==> src/rtl/pq_pkg.sv <==
// pq_pkg: shared key/value type, command opcode enum and sizing constants for pq_front.
package pq_pkg;
    localparam int KEY_WIDTH   = 8;
    localparam int VAL_WIDTH   = 8;
    localparam int PQ_CAPACITY = 8;

    typedef struct packed {
        logic [KEY_WIDTH-1:0] key;
        logic [VAL_WIDTH-1:0] val;
    } kv_t;

    typedef enum logic [1:0] {
        OP_ENQ     = 2'b00,
        OP_DEQ     = 2'b01,
        OP_REPLACE = 2'b10,
        OP_NOP     = 2'b11
    } pq_op_t;

    typedef struct packed {
        pq_op_t op;
        kv_t    kv;
    } cmd_t;

    localparam int CMD_WIDTH = $bits(cmd_t);
endpackage

==> src/rtl/pq_front_cmd_fifo.sv <==
// cmd_fifo: synchronous FIFO with registered head data and full/empty flags.
//   clk, rst      clock, synchronous active-high reset
//   push, din     write request and data (ignored while full)
//   pop           read request (ignored while empty, so a push into an empty FIFO is never popped the same cycle)
//   dout          registered head entry
//   full, empty   registered status flags
module cmd_fifo #(
    parameter int WIDTH = 8,
    parameter int DEPTH = 4
) (
    input  logic             clk,
    input  logic             rst,
    input  logic             push,
    input  logic [WIDTH-1:0] din,
    input  logic             pop,
    output logic [WIDTH-1:0] dout,
    output logic             full,
    output logic             empty
);
    localparam int AW = $clog2(DEPTH);

    logic [WIDTH-1:0] mem_q [DEPTH];
    logic [AW-1:0]    rd_q, rd_d, wr_q, wr_d;
    logic [AW:0]      cnt_q, cnt_d;
    logic [WIDTH-1:0] dout_q, dout_d;
    logic             full_q, full_d, empty_q, empty_d;
    logic             do_push, do_pop;

    always_comb begin
        do_push = push && !full_q;
        do_pop  = pop && !empty_q;
        wr_d    = wr_q + AW'(do_push);
        rd_d    = rd_q + AW'(do_pop);
        cnt_d   = cnt_q + (AW+1)'(do_push) - (AW+1)'(do_pop);
        full_d  = cnt_d == (AW+1)'(DEPTH);
        empty_d = cnt_d == '0;
        // The next head is either already stored or is the word being written right now.
        dout_d  = (do_push && wr_q == rd_d) ? din : mem_q[rd_d];
    end

    always_ff @(posedge clk) begin
        if (do_push) mem_q[wr_q] <= din;
        if (rst) begin
            rd_q    <= '0;
            wr_q    <= '0;
            cnt_q   <= '0;
            dout_q  <= '0;
            full_q  <= 1'b0;
            empty_q <= 1'b1;
        end else begin
            rd_q    <= rd_d;
            wr_q    <= wr_d;
            cnt_q   <= cnt_d;
            dout_q  <= dout_d;
            full_q  <= full_d;
            empty_q <= empty_d;
        end
    end

    assign dout  = dout_q;
    assign full  = full_q;
    assign empty = empty_q;
endmodule

==> src/rtl/pq_front.sv <==
// pq_front: command FIFO plus issue FSM in front of a priority queue.
//   cmd_valid/cmd_op/cmd_kv/cmd_ready   command input stream
//   res_valid/res_kv/res_err/res_ready  dequeue result output
//   pq_enq/pq_deq/pq_kvi                strobes and data to the downstream PQ
//   pq_kvo/pq_full/pq_empty/pq_busy     PQ head and status
//   op_count                            number of PQ operations issued (wraps)
module pq_front
    import pq_pkg::*;
#(
    parameter int CMD_DEPTH = 4
) (
    input  logic        clk,
    input  logic        rst,
    input  logic        cmd_valid,
    input  logic [1:0]  cmd_op,
    input  kv_t         cmd_kv,
    output logic        cmd_ready,
    output logic        res_valid,
    output kv_t         res_kv,
    output logic        res_err,
    input  logic        res_ready,
    output logic        pq_enq,
    output logic        pq_deq,
    output kv_t         pq_kvi,
    input  kv_t         pq_kvo,
    input  logic        pq_full,
    input  logic        pq_empty,
    input  logic        pq_busy,
    output logic [15:0] op_count
);
    typedef enum logic [1:0] {S_IDLE, S_ISSUE, S_WAIT} state_t;

    state_t      state_q, state_d;
    logic        pq_enq_q, pq_enq_d, pq_deq_q, pq_deq_d;
    kv_t         pq_kvi_q, pq_kvi_d;
    logic        res_valid_q, res_valid_d, res_err_q, res_err_d;
    kv_t         res_kv_q, res_kv_d;
    logic [15:0] op_count_q, op_count_d;
    logic        fifo_full, fifo_empty, pop, eligible;
    cmd_t        cmd_in, head;

    assign cmd_in = '{op: pq_op_t'(cmd_op), kv: cmd_kv};

    cmd_fifo #(
        .WIDTH(CMD_WIDTH),
        .DEPTH(CMD_DEPTH)
    ) u_cmd_fifo (
        .clk  (clk),
        .rst  (rst),
        .push (cmd_valid),
        .din  (cmd_in),
        .pop  (pop),
        .dout (head),
        .full (fifo_full),
        .empty(fifo_empty)
    );

    always_comb begin
        state_d     = state_q;
        pq_enq_d    = 1'b0;
        pq_deq_d    = 1'b0;
        pq_kvi_d    = '0;
        res_valid_d = res_valid_q && !res_ready;
        res_kv_d    = res_kv_q;
        res_err_d   = res_err_q;
        op_count_d  = op_count_q;
        pop         = 1'b0;
        eligible    = head.op == OP_ENQ ? !pq_full : head.op == OP_NOP ? 1'b1 : !res_valid_q;
        case (state_q)
            S_IDLE: begin
                // Strobes are decided here so they are registered and live exactly during ISSUE.
                if (!fifo_empty && !pq_busy && eligible) begin
                    state_d  = S_ISSUE;
                    pq_enq_d = head.op == OP_ENQ || head.op == OP_REPLACE;
                    pq_deq_d = (head.op == OP_DEQ || head.op == OP_REPLACE) && !pq_empty;
                    pq_kvi_d = head.kv;
                end
            end
            S_ISSUE: begin
                state_d = S_WAIT;
                pop     = 1'b1;
                if (pq_enq_q || pq_deq_q) op_count_d = op_count_q + 16'd1;
                if (pq_deq_q) begin
                    res_valid_d = 1'b1;
                    res_err_d   = 1'b0;
                    res_kv_d    = pq_kvo;
                end else if (head.op == OP_DEQ) begin
                    res_valid_d = 1'b1;
                    res_err_d   = 1'b1;
                    res_kv_d    = '0;
                end
            end
            S_WAIT:  state_d = pq_busy ? S_WAIT : S_IDLE;
            default: state_d = S_IDLE;
        endcase
    end

    always_ff @(posedge clk) begin
        if (rst) begin
            state_q     <= S_IDLE;
            pq_enq_q    <= 1'b0;
            pq_deq_q    <= 1'b0;
            pq_kvi_q    <= '0;
            res_valid_q <= 1'b0;
            res_kv_q    <= '0;
            res_err_q   <= 1'b0;
            op_count_q  <= '0;
        end else begin
            state_q     <= state_d;
            pq_enq_q    <= pq_enq_d;
            pq_deq_q    <= pq_deq_d;
            pq_kvi_q    <= pq_kvi_d;
            res_valid_q <= res_valid_d;
            res_kv_q    <= res_kv_d;
            res_err_q   <= res_err_d;
            op_count_q  <= op_count_d;
        end
    end

    assign cmd_ready = !fifo_full;
    assign res_valid = res_valid_q;
    assign res_kv    = res_kv_q;
    assign res_err   = res_err_q;
    assign pq_enq    = pq_enq_q;
    assign pq_deq    = pq_deq_q;
    assign pq_kvi    = pq_kvi_q;
    assign op_count  = op_count_q;
endmodule

==> config.mk <==
export PLATFORM = sky130hd
export DESIGN_NAME = pq_front
export DESIGN_NICKNAME = d
export VERILOG_FILES = /design/src/rtl/pq_pkg.sv /design/src/rtl/pq_front_cmd_fifo.sv /design/src/rtl/pq_front.sv
export SDC_FILE = /design/constraint.sdc
export NUM_CORES = 1
export LEC_CHECK = 0
export BUFFER_PORTS_ARGS = -buffer_cell sky130_fd_sc_hd__buf_2
export CORE_MARGIN = 3
export CORE_UTILIZATION = 50
export DETAILED_ROUTE_END_ITERATION = 12
export PLACE_DENSITY = 0.79
export SLEW_MARGIN = 30
export SYNTH_ARGS = -nofsm -noshare
export SYNTH_HDL_FRONTEND = slang
export SYNTH_SLANG_ARGS = --single-unit
==> constraint.sdc <==
create_clock -name clk -period 5.3 [get_ports clk]
set_clock_uncertainty 0.05 [all_clocks]
set_input_delay 0.265 -clock clk [delete_from_list [all_inputs] [get_ports clk]]
set_output_delay 0.265 -clock clk [all_outputs]
set_load 0.02 [all_outputs]
* Yosys cells after proc, flatten, opt, wreduce, memory -nomap -nowiden
Memory sizes are Yosys's and may differ from the RTL's. A register that Yosys moved wholly into a read port is not among the register bits.
Cells that the tools add are included.
W data, S select, Z words.
** Word-level totals
- Memories :: 1
- Input bits :: 41
- Bits in writable memories :: 72
- Output and inout port bits :: 53
- Register bits :: 63
** Memory list
- u_cmd_fifo.mem_q :: depth 4, bits a word 18, read ports 1, clocked after memory_dff 1, wr ports 1, line pq_front_cmd_fifo.sv:22 : logic [WIDTH-1:0] mem_q [DEPTH];
** Operators by class
- Mux-type cells :: 15
- Reduce and logical (&&, ||, !) cells :: 23
- Bitwise logic cells :: 2
- Eq/ne operators :: 7
- Add/subtract/negate cells :: 5
** Operators by type and width (count)
- $mux W16 :: 2
- $add A16 B1 Y16 const B :: 1
- $mux W1 :: 10
- $logic_not A1 Y1 :: 7
- $eq A2 B2 Y1 const B :: 3
- $logic_and A1 B1 Y1 :: 6
- $pmux W2 S3 :: 1
- $add A2 B1 Y2 :: 2
- $eq A2 B1 Y1 const B :: 2
- $logic_not A2 Y1 :: 2
- $mux W2 :: 2
- $reduce_and A2 Y1 :: 2
- $add A3 B1 Y3 :: 1
- $eq A3 B3 Y1 const B :: 1
- $logic_not A3 Y1 :: 1
- $logic_or A1 B1 Y1 :: 3
- $reduce_or A3 Y1 :: 1
- $sub A3 B1 Y3 :: 1
- $ne A2 B2 Y1 const B :: 1
- $not A1 Y1 :: 2
- $reduce_bool A2 Y1 :: 1

* Depth between registers and ports, before layout
- Depth after elaboration :: 6
- Gate-level depth with buffers :: 11

* Hierarchy
A second synthesis with hierarchy kept.
** Unflattened totals
- Cells, all modules :: 398
- Area, all modules :: 5741.8 um2
** Modules (own cells, without submodules)
- cmd_fifo :: area an instance 3766.1 um2, times used 1, cells each 195, seq. area each 2702.6 um2
- pq_front :: area an instance 1975.6 um2, times used 1, cells each 203, seq. area each 1081.0 um2

* Worst setup path after synthesis
OpenSTA, ideal clock, no wires.
- Kind :: reg2reg
- Start point :: reg u_cmd_fifo.full_q (netlist: u_cmd_fifo.full)
- End point :: mem u_cmd_fifo.mem_q[0][0] (netlist bit) (enable)
- Setup time :: 420 ps
- Stages on the path, launching flop included :: 3
- Slack :: 2835 ps
- Data arrival time :: 1996 ps
- Period minus slack after synthesis :: 2465 ps
- Path through :: dfxtp_1 nor2b_1 nor3b_1
** Between the ends
- Longest elaborated chain between the ends :: 4
** Ends and longest elaborated chain
- from (decl) :: line pq_front_cmd_fifo.sv:26 : logic full_q, full_d, empty_q, empty_d;
- from (signal assigned) :: line pq_front_cmd_fifo.sv:55 : full_q <= full_d;
- $logic_not A1 Y1 :: line pq_front_cmd_fifo.sv:30 : do_push = push && !full_q;
- $logic_and A1 B1 Y1 :: line pq_front_cmd_fifo.sv:30
- $mux W1 :: line pq_front_cmd_fifo.sv:42 : if (do_push) mem_q[wr_q] <= din;
- $mux W1 (not written as such) :: line pq_front_cmd_fifo.sv:42
- to (decl) :: line pq_front_cmd_fifo.sv:22
Every way passes these cells.

* Worst setup path in the final report
- Start point :: reg state_q[1]
- End point :: reg u_cmd_fifo.dout_q[8] (netlist: u_cmd_fifo.dout[8]), read port of u_cmd_fifo.mem_q
** Between the ends
- Longest elaborated chain between the ends :: 4
** Ends and longest elaborated chain
- from (decl) :: line pq_front.sv:33 : state_t state_q, state_d;
- from (signal assigned) :: line pq_front.sv:109 : state_q <= state_d;
- $eq A2 B1 Y1 :: line pq_front.sv:69 : case (state_q)
- $mux W1 :: line pq_front.sv:69
- $logic_and A1 B1 Y1 :: line pq_front_cmd_fifo.sv:31 : do_pop = pop && !empty_q;
- $add A2 B1 Y2 :: line pq_front_cmd_fifo.sv:33 : rd_d = rd_q + AW'(do_pop);
- to (decl) :: line pq_front_cmd_fifo.sv:25 : logic [WIDTH-1:0] dout_q, dout_d;
Every way passes these cells.
A chain may end at the register's enable or synchronous reset.

==> run_results.csv <==
group,metric,value,unit
run_status,status,"completed",
sta,rsz0062_at_grt,"false",
placed_design,gp_congestion,0.824,
cells_and_area,n_antenna_cell,0,
global_route,antenna_found_initial,0,
setup_path,critPathTopFamily,"simple AND/OR/NAND/NOR gates",
clocking,cts_tree,"built",
synthesis,synth-warning-count,0,
synthesis,synth-edff-count,72,
global_route,grt_pass1_vias,3481,
sta,period_share,49.4,%
routing,vias,3425,
routing,routed_wl,10.6,mm
sta,fin_crit,2620,ps
clocking,cts_buffers,17,
power_and_ir_drop,p_per_area,456,nW/um2
setup_path,cp_max_fo,11,
synthesis,syn_area_per_cell,14.2,um2
sta,finalMaxSlewViolations,0,
floorplan,die_h,112,um
cells_and_area,nNetsFinal,546,
routing,postRouteAntennaNets,0,
routing,drc,0,
routing,drt-initial-drc-count,284,
setup_path,crit_path_start_kind,"flop",
routing,viasPerCell,5.29,
setup_path,max_stage_delay,450,ps
clocking,cts_hold_buffers,0,
synthesis,ys_dominant_reg_cell,"dfxtp_1",
setup_path,cp.required,5520,ps
floorplan,core,10900,um2
synthesis,synthArstFlopShare,0,%
clocking,cts_setup_buffers,0,
setup_path,crit_chain,"nand2b_4 > nor2_1 > ha_1 > xnor3_1 > nand3_1 > buf_4 > mux2i_1 > nor2_1",
floorplan,ios,94,
floorplan,chipWidth,112,um
sta,hold_viol_final,0,
cells_and_area,n_fill_cell,797,
synthesis,synth.most_common_cell,"dfxtp_1",
cells_and_area,final_cells,648,
synthesis,synthCells,397,
global_route,grt_pass1_wl,17.4,mm
setup_path,setup.worst_path.end_class,"flop",
routing,wl_per_cell,16.3,um
floorplan,start_util,51.6,%
routing,drt_pass1_iterations,4,
synthesis,synth_area,5640,um2
synthesis,synthTopCellsByArea,"edfxtp_1 38%, dfxtp_1 29%, mux4_2 7.2%",
sta,tightest_slew,740,ps
synthesis,synth_top_area_share,38.3,%
cells_and_area,drive_gt1_share,30.9,%
clocking,clockRootBuffer,"clkbuf_16",
setup_path,cp_common_cell,"nor2_1",
setup_path,path_buf_inv,1,
setup_path,cp_slowest_cell,"xnor3_1",
synthesis,synth_commonest_cells,"81 x dfxtp_1, 72 x edfxtp_1, 52 x nor2_1",
clocking,insertion_delay,410,ps
sta,timing.fmax,0.382,GHz
placed_design,port_buffers,93,
run,maxCapViolCount,0,
sta,setup_violations,0,
setup_path,critPathKind,"flop to flop",
cells_and_area,area_growth,23.0,%
placed_design,dp_hpwl,6.71,mm
global_route,grt_usage,17.7,%
setup_path,crit_arrival,2830,ps
power_and_ir_drop,ir_drop,0.000203,V
hold_path,hold_path.class,"primary input to flop",
global_route,grt_overflow,0,
placed_design,dp.cells,616,
synthesis,syn-num-nets,448,
floorplan,dieArea,12600,um2
global_route,grt_max_degree,63,
clocking,clk_pin_slew,60,ps
sta,fin_tns_setup,0,ps
synthesis,synth_largest_area_cell,"edfxtp_1",
clocking,cts_repair_resize_count,0,
synthesis,ys_seq_area_share,67.1,%
clocking,cts_max_path_buffers,2,
sta,hold_slack,32.2,ps
synthesis,yosys.cell_types.count,44,
floorplan,rows,38,
power_and_ir_drop,static-leakage-power,0.00278,uW
synthesis,yosys_register_bits,153,
clocking,clock-sinks,153,
sta,relSlewSlack,50.4,%
clocking,htree_levels,4,
state kept, by name, indices dropped and copies added (netlist names):
| register | flops |
|---|---|
| u_cmd_fifo.mem_q | 72 |
| u_cmd_fifo.dout | 18 |
| op_count | 16 |
| pq_kvi | 16 |
| res_kv | 16 |
| u_cmd_fifo.cnt_q | 3 |
| state_q | 2 |
| u_cmd_fifo.rd_q | 2 |
| u_cmd_fifo.wr_q | 2 |
| pq_deq | 1 |
| pq_enq | 1 |
| res_err | 1 |
| res_valid | 1 |
| u_cmd_fifo.empty | 1 |
| u_cmd_fifo.full | 1 |
metrics by stage:
| stage | area (um2) | util, % | worst slack, ps | power (uW) |
|---|---|---|---|---|
| global placement | 6230 | 57.0 | 2740 | 1790 |
| global route | 6940 | 63.4 | 2460 | 3290 |
| detailed placement | 6250 | 57.2 | 2690 | 1810 |
| CTS | 6940 | 63.4 | 2660 | 3190 |
| floorplan | 5640 | - | 2830 | 1700 |
| finish | 6940 | 63.4 | 2680 | 3160 |
cells in the final DEF, fill, tap and decap left out, drive strengths merged, types with 2 or more instances in the layout:
| master | netlist | routed |
|---|---|---|
| nor3 | 2 | 2 |
| nand2 | 6 | 6 |
| clkbuf | 11 | 18 |
| a21oi | 12 | 12 |
| or4 | 6 | 6 |
| edfxtp | 72 | 72 |
| mux2i | 18 | 18 |
| bufinv | 0 | 7 |
| buf | 8 | 98 |
| dfxtp | 81 | 81 |
| and3b | 2 | 2 |
| and3 | 3 | 3 |
| clkinvlp | 0 | 2 |
| xnor2 | 6 | 6 |
| o21ai | 5 | 5 |
| clkinv | 0 | 5 |
| mux4 | 18 | 18 |
| nor2b | 4 | 4 |
| nand3 | 7 | 7 |
| nor2 | 52 | 52 |
| xor2 | 7 | 7 |
| or2 | 2 | 2 |
| nand4 | 3 | 3 |
| ha | 9 | 9 |
| nand2b | 3 | 3 |
| inv | 9 | 9 |
| a22oi | 16 | 16 |
| and2 | 17 | 17 |
| or3 | 3 | 3 |
| o31ai | 5 | 5 |
routing by layer:
layer | vias to the layer above | track usage (%) | wire (um)
met5 | - | 0 | 0
met4 | 0 | 5.21 | 51
met3 | 4 | 6.20 | 613
met2 | 100 | 29.0 | 5310
met1 | 1684 | 22.5 | 4600
li1 | 1637 | - | -
power by group:
part	internal, uW	switching (uW)
Sequential	1370	42.3
Clock	925	445
Combinational	170	211
cell type report:
cell class                 count  area, um2  area share [%]
sequential                   153       3780            54.5
multi-input combinational    216       1760            25.4
timing repair buffer          98        503            7.25
clock buffer                  18        429            6.19
clock inverter                14        251            3.62
tap                          140        175            2.52
inverter                       9       33.8           0.487
worst paths after layout:
| kind | startpoint | endpoint | slack (ps) | cells after the start |
|---|---|---|---|---|
| worst max register to register | state_q[1] | u_cmd_fifo.dout[8] | 2680 | 8 |
| worst min register to register | u_cmd_fifo.dout[3] | pq_kvi[3] | 370 | 1 |
| worst min-delay path | cmd_kv[4] | u_cmd_fifo.mem_q[3][4] | 30 | 1 |
| worst max-delay path | state_q[1] | u_cmd_fifo.dout[8] | 2680 | 8 |
cells by family (layout without fill, tap and decap cells):
| group | Yosys count | after routing | synth area share, % |
|---|---|---|---|
| adders and majority gates | 10 | 10 | 2.35 |
| buffers and inverters | 28 | 139 | 2.31 |
| xor gates and xnor gates | 14 | 14 | 2.42 |
| and+or+nand+nor | 117 | 117 | 11.0 |
| AOI/OAI and AO/OA | 39 | 39 | 4.44 |
| muxes | 36 | 36 | 10.4 |
| DFF | 153 | 153 | 67.1 |
(Power assumes the default switching activity.)
